<file path="src/rtl/storebuffer_pkg.sv">
// Shared types for the store buffer: core/memory bus structs, queue entry,
// data-array request/response structs and the dmem-side FSM state.
package storebuffer_wires;

  localparam int storebuffer_depth = 2;
  localparam int sb_entries = 1 << storebuffer_depth;

  typedef struct packed {
    logic        mem_valid;
    logic        mem_fence;
    logic        mem_instr;
    logic [31:0] mem_addr;
    logic [31:0] mem_wdata;
    logic [3:0]  mem_wstrb;
  } mem_in_type;

  typedef struct packed {
    logic [31:0] mem_rdata;
    logic        mem_ready;
  } mem_out_type;

  typedef struct packed {
    logic [29:0] addr;
    logic [31:0] wdata;
    logic [3:0]  wstrb;
  } storebuffer_entry_type;

  typedef struct packed {
    logic                         wen;
    logic [storebuffer_depth-1:0] waddr;
    storebuffer_entry_type        wdata;
    logic [storebuffer_depth-1:0] raddr;
    logic [29:0]                  caddr;
    logic [sb_entries-1:0]        valid;
  } storebuffer_data_in_type;

  typedef struct packed {
    storebuffer_entry_type  rdata;
    logic [sb_entries-1:0]  hit;
  } storebuffer_data_out_type;

  typedef enum logic [1:0] {
    SB_IDLE  = 2'd0,
    SB_STORE = 2'd1,
    SB_LOAD  = 2'd2,
    SB_FENCE = 2'd3
  } storebuffer_state_type;

  // Slot i is occupied when its distance from the head is below the count.
  function automatic logic [sb_entries-1:0] occupancy(
    input logic [storebuffer_depth-1:0] rptr,
    input logic [storebuffer_depth:0]   count
  );
    logic [storebuffer_depth-1:0] off;
    occupancy = '0;
    for (int i = 0; i < sb_entries; i++) begin
      off = storebuffer_depth'(i) - rptr;
      occupancy[i] = ({1'b0, off} < count);
    end
  endfunction

endpackage

</file>
<file path="src/rtl/storebuffer_ctrl.sv">
// Queue pointers, pending core request and the dmem-side FSM that drains
// stores in order, issues bypassing loads and forwards fences.
module storebuffer_ctrl
  import storebuffer_wires::*;
(
  input  logic                         clk,
  input  logic                         rst,
  input  mem_in_type                   storebuffer_in,
  output mem_out_type                  storebuffer_out,
  input  mem_out_type                  dmem_out,
  output mem_in_type                   dmem_in,
  output storebuffer_data_in_type      data_in,
  input  storebuffer_data_out_type     data_out,
  output storebuffer_state_type        debug_state,
  output logic [storebuffer_depth:0]   debug_count
);

  localparam logic [storebuffer_depth:0] sb_full = (storebuffer_depth + 1)'(sb_entries);

  storebuffer_state_type        state, state_next, op;
  logic [storebuffer_depth-1:0] wptr, rptr;
  logic [storebuffer_depth:0]   count;
  logic                         pend_valid;
  mem_in_type                   pend;

  mem_in_type cur;
  logic       cur_valid, is_fence, is_store, is_load, load_miss;
  logic       retire, accept, load_done, fence_done;
  logic       unused_bits;

  // Handshake: a core request is a one-cycle mem_valid pulse held in pend
  // until mem_ready; dmem_in.mem_valid pulses once per memory transaction and
  // that transaction completes on the first dmem_out.mem_ready seen in the
  // matching busy state (ready in IDLE, e.g. stale after reset, is ignored).
  always_comb begin
    cur       = storebuffer_in.mem_valid ? storebuffer_in : pend;
    cur_valid = storebuffer_in.mem_valid | pend_valid;
    is_fence  = cur_valid & cur.mem_fence;
    is_store  = cur_valid & ~cur.mem_fence & (|cur.mem_wstrb);
    is_load   = cur_valid & ~cur.mem_fence & ~(|cur.mem_wstrb);
    load_miss = is_load & ~(|data_out.hit);
    retire    = (state == SB_STORE) & dmem_out.mem_ready;
    accept    = is_store & ((count != sb_full) | retire);
    load_done  = (state == SB_LOAD) & dmem_out.mem_ready;
    fence_done = (state == SB_FENCE) & dmem_out.mem_ready;
  end

  assign unused_bits = &{1'b0, cur.mem_valid, cur.mem_instr, cur.mem_addr[1:0]};

  always_comb begin
    data_in       = '0;
    data_in.wen   = accept;
    data_in.waddr = wptr;
    data_in.wdata = '{addr: cur.mem_addr[31:2], wdata: cur.mem_wdata, wstrb: cur.mem_wstrb};
    data_in.raddr = rptr;
    data_in.caddr = cur.mem_addr[31:2];
    data_in.valid = occupancy(rptr, count);
  end

  always_comb begin
    state_next = state;
    case (state)
      SB_IDLE: begin
        if (load_miss) begin
          state_next = SB_LOAD;
        end else if (count != '0) begin
          state_next = SB_STORE;
        end else if (is_fence) begin
          state_next = SB_FENCE;
        end
      end
      SB_STORE: if (dmem_out.mem_ready) state_next = SB_IDLE;
      SB_LOAD:  if (dmem_out.mem_ready) state_next = SB_IDLE;
      SB_FENCE: if (dmem_out.mem_ready) state_next = SB_IDLE;
      default:  state_next = SB_IDLE;
    endcase
  end

  // The request issued from IDLE is driven combinationally and then held
  // stable for the whole transaction.
  always_comb begin
    dmem_in = '0;
    op      = (state == SB_IDLE) ? state_next : state;
    case (op)
      SB_STORE: begin
        dmem_in.mem_addr  = {data_out.rdata.addr, 2'b00};
        dmem_in.mem_wdata = data_out.rdata.wdata;
        dmem_in.mem_wstrb = data_out.rdata.wstrb;
      end
      SB_LOAD:  dmem_in.mem_addr  = {cur.mem_addr[31:2], 2'b00};
      SB_FENCE: dmem_in.mem_fence = 1'b1;
      default:  ;
    endcase
    dmem_in.mem_valid = (state == SB_IDLE) && (state_next != SB_IDLE);
  end

  always_comb begin
    storebuffer_out           = '0;
    storebuffer_out.mem_ready = accept | load_done | fence_done;
    if (load_done) begin
      storebuffer_out.mem_rdata = dmem_out.mem_rdata;
    end
  end

  always_ff @(posedge clk or negedge rst) begin
    if (!rst) begin
      state      <= SB_IDLE;
      wptr       <= '0;
      rptr       <= '0;
      count      <= '0;
      pend_valid <= 1'b0;
      pend       <= '0;
    end else begin
      state <= state_next;
      if (accept) wptr <= wptr + 1'b1;
      if (retire) rptr <= rptr + 1'b1;
      case ({accept, retire})
        2'b10:   count <= count + 1'b1;
        2'b01:   count <= count - 1'b1;
        default: count <= count;
      endcase
      pend_valid <= cur_valid & ~storebuffer_out.mem_ready;
      if (storebuffer_in.mem_valid) begin
        pend <= storebuffer_in;
      end
    end
  end

  assign debug_state = state;
  assign debug_count = count;

endmodule

</file>
<file path="src/rtl/storebuffer_data.sv">
// Entry array: one write port, one head read port, and a parallel address
// compare of all occupied entries against the outstanding request.
module storebuffer_data
  import storebuffer_wires::*;
(
  input  logic                     clk,
  input  storebuffer_data_in_type  data_in,
  output storebuffer_data_out_type data_out
);

  storebuffer_entry_type entries [sb_entries];

  always_ff @(posedge clk) begin
    if (data_in.wen) begin
      entries[data_in.waddr] <= data_in.wdata;
    end
  end

  always_comb begin
    data_out       = '0;
    data_out.rdata = entries[data_in.raddr];
    for (int i = 0; i < sb_entries; i++) begin
      data_out.hit[i] = data_in.valid[i] && (entries[i].addr == data_in.caddr);
    end
  end

endmodule

</file>
<file path="src/rtl/storebuffer.sv">
// Posted-write buffer between the core data port and data memory: wires the
// control block to the entry array.
module storebuffer
  import storebuffer_wires::*;
(
  input  logic                       clk,
  input  logic                       rst,
  input  mem_in_type                 storebuffer_in,
  output mem_out_type                storebuffer_out,
  input  mem_out_type                dmem_out,
  output mem_in_type                 dmem_in,
  output storebuffer_state_type      debug_state,
  output logic [storebuffer_depth:0] debug_count
);

  storebuffer_data_in_type  data_in;
  storebuffer_data_out_type data_out;

  storebuffer_ctrl u_ctrl (
    .clk             (clk),
    .rst             (rst),
    .storebuffer_in  (storebuffer_in),
    .storebuffer_out (storebuffer_out),
    .dmem_out        (dmem_out),
    .dmem_in         (dmem_in),
    .data_in         (data_in),
    .data_out        (data_out),
    .debug_state     (debug_state),
    .debug_count     (debug_count)
  );

  storebuffer_data u_data (
    .clk      (clk),
    .data_in  (data_in),
    .data_out (data_out)
  );

endmodule

</file>
<file path="config.mk">
export PLATFORM = sky130hd
export DESIGN_NAME = storebuffer
export DESIGN_NICKNAME = d
export VERILOG_FILES = /design/src/rtl/storebuffer_pkg.sv /design/src/rtl/storebuffer_ctrl.sv /design/src/rtl/storebuffer_data.sv /design/src/rtl/storebuffer.sv
export SDC_FILE = /design/constraint.sdc
export NUM_CORES = 1
export LEC_CHECK = 0
export BUFFER_PORTS_ARGS = -buffer_cell sky130_fd_sc_hd__buf_2
export CORE_ASPECT_RATIO = 1.75
export CORE_MARGIN = 2
export CORE_UTILIZATION = 60
export CTS_CLUSTER_DIAMETER = 30
export DETAILED_ROUTE_END_ITERATION = 8
export PLACE_DENSITY = 0.83
export SKIP_CTS_REPAIR_TIMING = 1
export SLEW_MARGIN = 20
export SYNTH_ARGS = -nofsm -noshare
export SYNTH_HDL_FRONTEND = slang
export SYNTH_SLANG_ARGS = --single-unit
</file>
<file path="constraint.sdc">
create_clock -name clk -period 7.3 [get_ports clk]
set_clock_uncertainty 0.1 [all_clocks]
set_input_delay 0.365 -clock clk [delete_from_list [all_inputs] [get_ports clk]]
set_output_delay 0.365 -clock clk [all_outputs]
set_load 0.02 [all_outputs]
</file>
==> summary.md <==
| Metric | Value |
|---|---|
| Final wirelength | 35,600 um |
| Clk pin slew, worst setup/hold paths | 0.07 ns |
| Layout Nets | 1,249 |
| Syn Inst Count | 917 |
| Setup crit start | storebuffer_in[70] |
| Fin Setup TNS | 0 ns |
| Die footprint | 0.0269 mm^2 |
| Ys flop type | edfxtp_1 |
| Slew HR | 24.1% |
| Leakage | 6.72 nW |
| Pre-antenna DRT Iters | 4 |
| Critical R2R Launch | u_ctrl.debug_state[1] |
| Cell row count | 77 |
| CTS tree | built |
| Antenna-violating nets left | 0 |
| Yosys warning total | 0 |
| Slew Viols, Final | 0 |
| Pwr dens | 402 mW/mm^2 |
| Port bufs | 208 |
| Core Region | 0.0252 mm^2 |
| Hold wc startpoint | storebuffer_in[13] |
| Area grow syn2layout | 17.4% |
| Compound-cell area share of the yosys netlist | 2.72% |
| Worst VDD drop | 0.000309 V |
| H-Tree Level Count | 2 |
| Largest net degree at the start of global routing | 67 |
| GRT Total Usage | 26.6% |
| Synth Area in Simple Gates | 6.21% |
| Wire per inst | 24.1 um |
| Share of cells above drive strength 1 | 36.3% |
| Fmax achieved | 185 MHz |
| Initial Utilization | 60.8% |
| DP Cell Count | 1,404 |
| Post-synth EDFFs | 264 |
| Top Family by Delay on Critical Path | simple AND/OR/NAND/NOR gates |
| Clk_lat worst skew | 0.54 ns |
| CP arrival | 4.93 ns |
| CP max stage delay | 0.80 ns |
| Most common cell after layout, fill and taps aside | edfxtp_1 |
| Chip width | 125 um |
| Register area | 0.00986 mm^2 |
| Hpwl dp | 22,200 um |
| Drc violations | 0 |
| Crit-path cells | buf_4 > buf_4 > mux2i_4 > xnor2_1 > nor4_1 > nand4_1 > nor2_1 > nor4_1 > a211oi_1 > ha_4 > a22oi_1 > nor2_1 > buf_2 |
| Final period util | 73.9% |
| Die Ht | 216 um |
| CTS max path bufs | 3 |
| Via count | 8,792 |
| Main combinational cell family by area after synthesis | multiplexers |
| Worst Path Required | 6.84 ns |
| First-pass GRT wire length | 53,700 um |
| Clk root buf | clkbuf_16 |
| GRT overflow | 0 |
| Synth Area in XOR/XNOR | 7.19% |
| Yosys cell types | 49 |
| Finish-stage setup viols | 0 |
| Io pins | 215 |
| CTS buffer count | 39 |
| Vias in the first global route | 9,172 |
| Crit path buffers/inverters | 3 |
| Final cell count without fillers | 1,479 |
| Final hold vios | 0 |
| # Max-Cap Violations | 0 |
| Sequential area share after synthesis | 64.2% |
| RSZ-0062 raised after global routing | false |
| Antenna violations before repair | 2 |
| Fill cells | 1,617 |
| Minimum clock period | 5.39 ns |
| Post-Synth Adder-Cell Area | 1.03% |
| Slowest stage cell, crit path | ha_4 |
| Vias per Instance | 5.94 |
| Yosys reg bits | 341 |
| Clock sinks | 341 |
| CP Launch Type | primary input |
| Outcome | completed |
| Mux share of post-synthesis cell area | 16.1% |
| Mapped Avg Cell Area | 16.7 um^2 |
| Final GP Congestion | 0.850 |
| Actual slew at the worst max-slew pin | 1.14 ns |
| Hold Path Class | primary input to flop |
| Worst Path Max Fanout | 66 |
| Most frequent cells in the layout | edfxtp_1, buf_2, xnor2_1 |
| Async S/R FF share, synth | 22.6% |
| Crit. End Element | output port |
| Mapped cell area | 0.0153 mm^2 |
| Crit Path Class | primary input to output port |
| Multi-input logic area | 0.00514 mm^2 |
| DR iter-0 viols | 751 |
==> worst register-to-register path: stages (launching register included) <==
cell	delay, ns
dfrtp_1	0.46
inv_1	0.15
nand3_1	0.19
a41oi_2	0.52
and2_4	0.92
==> report_power, final <==
part | switching, mW | internal (mW) | leakage [nW]
Combinational | 1.54 | 1.03 | 2.78
Sequential | 0.206 | 2.47 | 3.31
Clock | 0.809 | 1.18 | 0.636
Total | 2.55 | 4.68 | 6.72
==> path summary, 6_finish.rpt <==
check,to,slack [ns],cells after the start
max,dmem_in[41],1.91,13
min,u_ctrl.pend[13],0.009,2
max reg2reg,u_data.entries[2][42],4.43,4
min reg2reg,u_ctrl.pend[28],0.43,1
max in group asynchronous,u_ctrl.pend[29],5.69,3
min in group asynchronous,u_ctrl.pend[14],0.25,2
==> synth_stat cells, types with 8 or more instances <==
master,number,area [um^2]
nand4_1,8,50.1
clkbuf_1,25,93.8
mux2i_4,19,428
mux2_2,35,394
and2_1,72,450
ha_1,11,138
a21oi_1,8,40.0
xnor2_1,125,1090
inv_1,39,146
dfrtp_1,77,1930
a22oi_1,30,225
edfxtp_1,264,7930
buf_1,9,33.8
nand2_1,9,33.8
nor2_1,36,135
nor4_1,22,138
mux4_2,66,1490
==> through the flow <==
stage                     utilization (%)  cell area [um^2]  worst slack (ns)  power (mW)  hold slack (ns)
after floorplan                         -             15300              3.12        4.45          -0.0306
after global placement               65.9             16600              1.98        5.25            0.283
after detailed placement             65.9             16600              1.92        5.30            0.282
after CTS                            71.2             18000              1.89        7.29           -0.295
after global routing                 71.3             18000              1.64        7.55          0.00251
final                                71.3             18000              1.91        7.24          0.00883
==> final cells by class <==
| type | instances | share of cell area, % |
|---|---|---|
| Inverter | 40 | 0.834 |
| Timing Repair Buffer | 215 | 6.18 |
| Sequential cell | 341 | 54.8 |
| Clock buffer | 46 | 5.74 |
| Clock inverter | 26 | 1.72 |
| Antenna cell | 1 | 0.0139 |
| Tap cell | 316 | 2.20 |
| Multi-Input combinational cell | 494 | 28.6 |
==> sequential cells by signal (all words and copies together), names as in the netlist <==
name	cells
u_ctrl.wptr	2
u_ctrl.rptr	2
u_data.entries	264
u_ctrl.pend	67
u_ctrl.pend_valid	1
u_ctrl.debug_count	3
u_ctrl.debug_state	2
==> metal layers <==
metal  vias up  wire [um]  GRT usage, %
met3        79       2170          5.30
met1      4481      12600          31.8
met5         -         13             0
met2       352      19000          46.1
met4         2       1770          13.1
li1       3878          -             -
==> logic make-up (layout without fill, tap and decap cells) <==
group / after synthesis / count (layout)
AO/OA/AOI/OAI: 56 / 56
XOR/XNOR: 126 / 126
adder cells (fa/ha/maj): 12 / 12
buffers and inverters: 84 / 327
flip-flops: 341 / 341
multiplexers: 133 / 133
other: 1 / 4
AND/OR/NAND/NOR: 164 / 164
No activity file was read; power rests on OpenSTA's default activity.
